===== config.mk =====
export PLATFORM = sky130hd
export DESIGN_NAME = ahb_arbiter
export DESIGN_NICKNAME = d
export VERILOG_FILES = /design/src/rtl/ahb_pkg.sv /design/src/rtl/rr_picker.sv /design/src/rtl/ahb_arbiter.sv
export SDC_FILE = /design/constraint.sdc
export NUM_CORES = 1
export LEC_CHECK = 0
export CAP_MARGIN = 10
export CORE_MARGIN = 5
export CORE_UTILIZATION = 25
export DETAILED_ROUTE_END_ITERATION = 8
export PLACE_DENSITY = 0.54
export SYNTH_ARGS = -nofsm -noshare
export SYNTH_HDL_FRONTEND = slang
export SYNTH_SLANG_ARGS = --single-unit

===== constraint.sdc =====
create_clock -name HCLK -period 1.77 [get_ports HCLK]
set_clock_uncertainty 0.05 [all_clocks]
set_input_delay 0.4425 -clock HCLK [delete_from_list [all_inputs] [get_ports HCLK]]
set_output_delay 0.4425 -clock HCLK [all_outputs]
set_load 0.005 [all_outputs]

===== src/rtl/ahb_pkg.sv =====
// -----------------------------------------------------------------------------
// ahb_pkg
// Shared AHB-Lite type definitions and helpers used by the bus arbiter, the
// AHB_TOP slave path and the verification bench.
//   htrans_t        : transfer type (IDLE/BUSY/NONSEQ/SEQ)
//   hburst_t        : burst type (SINGLE..INCR16)
//   hsize_t         : transfer size
//   beats_minus_one : remaining-beat load value for a burst type
//   is_fixed_burst  : burst has a defined length (WRAPx/INCRx)
// -----------------------------------------------------------------------------
package ahb_pkg;

  typedef enum logic [1:0] {
    HTRANS_IDLE   = 2'b00,
    HTRANS_BUSY   = 2'b01,
    HTRANS_NONSEQ = 2'b10,
    HTRANS_SEQ    = 2'b11
  } htrans_t;

  typedef enum logic [2:0] {
    HBURST_SINGLE = 3'd0,
    HBURST_INCR   = 3'd1,
    HBURST_WRAP4  = 3'd2,
    HBURST_INCR4  = 3'd3,
    HBURST_WRAP8  = 3'd4,
    HBURST_INCR8  = 3'd5,
    HBURST_WRAP16 = 3'd6,
    HBURST_INCR16 = 3'd7
  } hburst_t;

  typedef enum logic [2:0] {
    HSIZE_BYTE   = 3'd0,
    HSIZE_HALF   = 3'd1,
    HSIZE_WORD   = 3'd2,
    HSIZE_DWORD  = 3'd3,
    HSIZE_4WORD  = 3'd4,
    HSIZE_8WORD  = 3'd5,
    HSIZE_16WORD = 3'd6,
    HSIZE_32WORD = 3'd7
  } hsize_t;

  localparam int BEAT_CNT_W = 4;

  // Beats still to come after the NONSEQ beat. Undefined-length bursts
  // (SINGLE, INCR) load 0.
  function automatic logic [BEAT_CNT_W-1:0] beats_minus_one(hburst_t burst);
    logic [BEAT_CNT_W-1:0] n;
    case (burst)
      HBURST_WRAP4,  HBURST_INCR4:  n = 4'd3;
      HBURST_WRAP8,  HBURST_INCR8:  n = 4'd7;
      HBURST_WRAP16, HBURST_INCR16: n = 4'd15;
      default:                      n = 4'd0;
    endcase
    return n;
  endfunction

  function automatic logic is_fixed_burst(hburst_t burst);
    return !((burst == HBURST_SINGLE) || (burst == HBURST_INCR));
  endfunction

endpackage


===== src/rtl/rr_picker.sv =====
// -----------------------------------------------------------------------------
// rr_picker
// Combinational round-robin selector. Searches the request vector cyclically
// starting one position after the pointer; the pointer position itself is
// examined last, so a sole requester that already holds the pointer wins.
//   req_i   : request vector
//   ptr_i   : index of the most recent winner
//   win_o   : one-hot winner (all zero when nobody requests)
//   valid_o : at least one request present
// -----------------------------------------------------------------------------
module rr_picker #(
  parameter int N = 2,
  parameter int W = $clog2(N)
) (
  input  logic [N-1:0] req_i,
  input  logic [W-1:0] ptr_i,
  output logic [N-1:0] win_o,
  output logic         valid_o
);

  int idx;

  always_comb begin
    win_o   = '0;
    valid_o = 1'b0;
    idx     = 0;
    for (int off = 1; off <= N; off++) begin
      idx = int'(ptr_i) + off;
      if (idx >= N) begin
        idx = idx - N;
      end
      if (!valid_o && req_i[W'(idx)]) begin
        win_o[W'(idx)] = 1'b1;
        valid_o        = 1'b1;
      end
    end
  end

endmodule


===== src/rtl/ahb_arbiter.sv =====
// -----------------------------------------------------------------------------
// ahb_arbiter
// Round-robin AHB-Lite bus arbiter for up to four masters sharing one slave
// path. Ownership is held across fixed-length, undefined-length (INCR) and
// locked bursts; re-arbitration only happens at a burst boundary.
//   HCLK, HRESETn : bus clock, asynchronous active-low reset
//   HBUSREQ       : per-master bus request
//   HLOCK         : per-master locked-transfer request
//   HTRANS/HBURST : transfer/burst type of the current address-phase owner
//   HREADY        : slave ready; nothing advances while low
//   HGRANT        : one-hot grant
//   HMASTER       : address-phase owner index
//   HMASTER_D     : data-phase owner index
//   HMASTLOCK     : current address phase is locked
// -----------------------------------------------------------------------------
module ahb_arbiter
  import ahb_pkg::*;
#(
  parameter int NUM_MASTERS = 2,
  parameter int MW          = $clog2(NUM_MASTERS)
) (
  input  logic                   HCLK,
  input  logic                   HRESETn,
  input  logic [NUM_MASTERS-1:0] HBUSREQ,
  input  logic [NUM_MASTERS-1:0] HLOCK,
  input  logic [1:0]             HTRANS,
  input  logic [2:0]             HBURST,
  input  logic                   HREADY,
  output logic [NUM_MASTERS-1:0] HGRANT,
  output logic [MW-1:0]          HMASTER,
  output logic [MW-1:0]          HMASTER_D,
  output logic                   HMASTLOCK
);

  htrans_t trans;
  hburst_t burst;

  assign trans = htrans_t'(HTRANS);
  assign burst = hburst_t'(HBURST);

  logic [NUM_MASTERS-1:0] grant_q, grant_d;
  logic [MW-1:0]          owner_q, owner_d;
  logic [MW-1:0]          data_owner_q, data_owner_d;
  logic [MW-1:0]          ptr_q, ptr_d;
  logic                   mastlock_q, mastlock_d;
  logic [BEAT_CNT_W-1:0]  beat_cnt_q, beat_cnt_d;

  logic [NUM_MASTERS-1:0] pick_win;
  logic                   pick_valid;
  logic [MW-1:0]          pick_idx;

  logic accept_nonseq;
  logic accept_seq;
  logic burst_last;
  logic incr_release;
  logic arb;

  rr_picker #(
    .N (NUM_MASTERS),
    .W (MW)
  ) u_picker (
    .req_i   (HBUSREQ),
    .ptr_i   (ptr_q),
    .win_o   (pick_win),
    .valid_o (pick_valid)
  );

  always_comb begin
    pick_idx = '0;
    for (int i = 0; i < NUM_MASTERS; i++) begin
      if (pick_win[i]) begin
        pick_idx = MW'(i);
      end
    end
  end

  always_comb begin
    accept_nonseq = HREADY && (trans == HTRANS_NONSEQ);
    accept_seq    = HREADY && (trans == HTRANS_SEQ);

    // Remaining-beat counter; SEQ past the end saturates at zero.
    beat_cnt_d = beat_cnt_q;
    if (accept_nonseq) begin
      beat_cnt_d = beats_minus_one(burst);
    end else if (accept_seq && (beat_cnt_q != '0)) begin
      beat_cnt_d = beat_cnt_q - 4'd1;
    end

    // A fixed burst ends on the beat that brings the counter to zero. A
    // NONSEQ of a fixed burst always loads a non-zero count, so only SEQ can
    // end it in practice.
    burst_last = (accept_nonseq && (burst == HBURST_SINGLE)) ||
                 ((accept_nonseq || accept_seq) && is_fixed_burst(burst) &&
                  (beat_cnt_d == '0));

    // An INCR burst has no length; it ends when its owner stops requesting.
    incr_release = (burst == HBURST_INCR) && !HBUSREQ[owner_q];

    arb = HREADY && !HLOCK[owner_q] && (trans != HTRANS_BUSY) &&
          ((trans == HTRANS_IDLE) || burst_last || incr_release);

    grant_d = grant_q;
    owner_d = owner_q;
    ptr_d   = ptr_q;
    if (arb) begin
      if (pick_valid) begin
        grant_d = pick_win;
        owner_d = pick_idx;
        ptr_d   = pick_idx;
      end else begin
        // Park on master 0; the pointer keeps its place in the rotation.
        grant_d = NUM_MASTERS'(1);
        owner_d = '0;
      end
    end

    data_owner_d = HREADY ? owner_q        : data_owner_q;
    mastlock_d   = HREADY ? HLOCK[owner_q] : mastlock_q;
  end

  always_ff @(posedge HCLK or negedge HRESETn) begin
    if (!HRESETn) begin
      grant_q      <= NUM_MASTERS'(1);
      owner_q      <= '0;
      data_owner_q <= '0;
      ptr_q        <= '0;
      mastlock_q   <= 1'b0;
      beat_cnt_q   <= '0;
    end else begin
      grant_q      <= grant_d;
      owner_q      <= owner_d;
      data_owner_q <= data_owner_d;
      ptr_q        <= ptr_d;
      mastlock_q   <= mastlock_d;
      beat_cnt_q   <= beat_cnt_d;
    end
  end

  assign HGRANT    = grant_q;
  assign HMASTER   = owner_q;
  assign HMASTER_D = data_owner_q;
  assign HMASTLOCK = mastlock_q;

endmodule

==> metrics.yaml <==
status: "complete, but fails checks"
violations: "setup timing"
path_cells: "inv_2 -> ha_4 -> or3b_4 -> a211oi_2 -> o21ai_2 -> mux2i_1 -> a311o_1"
swShare: 0.341
grt_pass1_wl_um: 2440
ys_seq_area_frac: 0.301
yosysUniqueCellTypes: 35
synth_area_per_cell_um2: 8.53
grtUsageTotal: 0.117
cp.required_ns: 1.88
wl_per_cell_um: 11.6
cts-root-buf: "clkbuf_4"
detailed_place_hpwl_um: 1080
stdcell_area_um2: 851
overflow: 0
hold_viol: 0
vias: 546
fin_crit_sh: 1.06
worstSetupPathDepth: 7
hold_class: "input pin to async pin"
die_width_um: 54.9
cts-hold-fix-buffers: 0
fin_crit_ns: 1.88
fin_ws_ns: -0.115
syn_area_um2: 503
die_h_um: 54.9
rsz0062_at_grt: "true"
fmax_ghz: 0.531
final_cells: 116
power_frac_clock: 0.196
viasPerCell: 4.71
place_inst: 110
synth_ff_type: "dfrtp_1"
core.rowCount: 16
drc: 0
crit_fanout: 4
numCtsBuffers: 3
crit_start: "beat_cnt_q[0]"
nets: 103
cts_tree: "yes"
power_frac_seq: 0.295
num_io_pins: 17
reg2reg_to: "HGRANT[0]"
cts_sinks: 6
worstPathArrival_ns: 2.00
r2r_setup_slack_ns: -0.11
yosys_register_bits: 6
crit_path_end: "HGRANT[0]"
start_util: 0.259
clk_pin_slew_worst_paths_ns: 0.05
ys_warn_count: 0
finalWirelength_um: 1350
htreeDepth: 1
drv_cap: 0
combPwrFrac: 0.509
cp-end-kind: "flip-flop"
globalplace.congestion: 0.755
start_kind: "flip-flop"
setup_viol: 2
first_pass_iters: 4
synthArstFlopShare: 1.00
dpl_cell_area_um2: 749
die_area_um2: 3010
n_fill_cell: 198
leakagePower_nw: 0.373
rr_worst_depth: 7
regToRegStartpoint: "beat_cnt_q[0]"
layout-drive-gt1-share: 0.382
grt_max_degree: 7
grt_pass1_vias: 580
antenna_left: 0
area_growth_pct: 69.2
antenna_found_initial: 0
crit_family: "compound AO/OA/AOI/OAI gates"
drv_slew: 0
core_area_um2: 1940
drtIter0Drc: 12
cts.path.max_buffers: 2
critPathSlowestCell: "dfrtp_1"
crit_type: "flip-flop to flip-flop"
antenna_cells: 0
port_buffers: 11
synth_edf_count: 0
path_buf_inv: 1
p_int_uw: 461
utilization: 0.438
power_switching_uw: 239
clock_latency_ns: 0.25
synth_cells: 59
peakVddDrop_v: 0.000400
p_per_area_nw_per_um2: 823
slowest_delay_ns: 0.42
## synth_stat cells (2+ instances only)
cell / number / share of area
a211oi_1: 2 / 0.030
a21oi_1: 2 / 0.020
and2_1: 2 / 0.025
buf_4: 3 / 0.045
dfrtp_1: 5 / 0.25
inv_1: 5 / 0.037
nand2_1: 3 / 0.022
nor2_1: 2 / 0.015
nor2b_1: 3 / 0.037
nor4b_1: 2 / 0.035
o21ai_0: 6 / 0.060
## power groups by stage
stage | Clock, mW | Sequential, mW | Combinational, mW
after floorplan | 0 | 0.207 | 0.143
after global placement | 0 | 0.202 | 0.273
after detailed placement | 0 | 0.203 | 0.277
after CTS | 0.146 | 0.204 | 0.323
after global routing | 0.160 | 0.213 | 0.393
final | 0.137 | 0.207 | 0.357
## cells in the final DEF, fill, tap and decap left out, types with 2 or more instances in the layout
cell type,count
clkdlybuf4s50_1,10
nor2_1,2
o21ai_0,2
and2_1,2
dfrtp_1,5
clkbuf_4,3
nor2b_1,2
buf_4,17
o21ai_1,4
a21oi_1,2
inv_1,4
conb_1,3
nand2_1,3
## layout make-up
| class | count | area [µm²] | area share |
|---|---|---|---|
| multi-input combinational | 46 | 384 | 0.451 |
| tap | 27 | 33.8 | 0.0397 |
| sequential | 6 | 151 | 0.178 |
| inverter | 5 | 18.8 | 0.0221 |
| timing repair buffer | 28 | 236 | 0.278 |
| clock buffer | 4 | 26.3 | 0.0309 |
## registers in the layout, summed over array words and instances, names as in the netlist
register and cells:
HMASTLOCK 1, HGRANT 1, beat_cnt_q 4
## worst min-delay path by stage
| stage | end | slack [ns] | depth (start not counted) |
|---|---|---|---|
| after floorplan | HMASTLOCK | 0.1 | 0 |
| after global placement | HMASTLOCK | 0.46 | 1 |
| final | beat_cnt_q[2] | 0.39 | 1 |
| after global routing | beat_cnt_q[2] | 0.39 | 1 |
| after detailed placement | HMASTLOCK | 0.45 | 1 |
| after CTS | beat_cnt_q[2] | 0.39 | 1 |
## repair_timing
action,in CTS,in global routing
gates resized for setup,10,6
setup buffers,1,1
pin swaps,4,1
hold endpoints to repair,0,0
endpoints found under the setup margin,2,4
## per-layer routing
layer	wire (µm)	up-vias	track usage
met5	0	-	0
met4	38	0	0.0871
met3	94	4	0.0272
met2	591	14	0.181
met1	626	255	0.139
li1	-	273	-
## kinds of logic after synthesis
logic type / Yosys count / synth area share
other: 1 / 0.00746
muxes: 2 / 0.0423
DFF: 6 / 0.301
and+or+nand+nor: 22 / 0.281
buffers and inverters: 9 / 0.0920
AOI/OAI and AO/OA: 17 / 0.234
xor gates and xnor gates: 1 / 0.0174
adders and majority gates: 1 / 0.0249
## through the flow
| step | total power, mW | hold slack [ns] | setup WS [ns] | TNS [ns] |
|---|---|---|---|---|
| final | 0.700 | 0.392 | -0.115 | -0.117 |
| after detailed placement | 0.480 | 0.449 | -0.370 | -0.600 |
| after global placement | 0.475 | 0.456 | -0.358 | -0.585 |
| after global routing | 0.766 | 0.391 | -0.201 | -0.268 |
| after floorplan | 0.350 | 0.0969 | -0.0735 | -0.0735 |
| after CTS | 0.673 | 0.392 | -0.0897 | -0.113 |
Note: power is estimated with default switching activity, not from simulation.
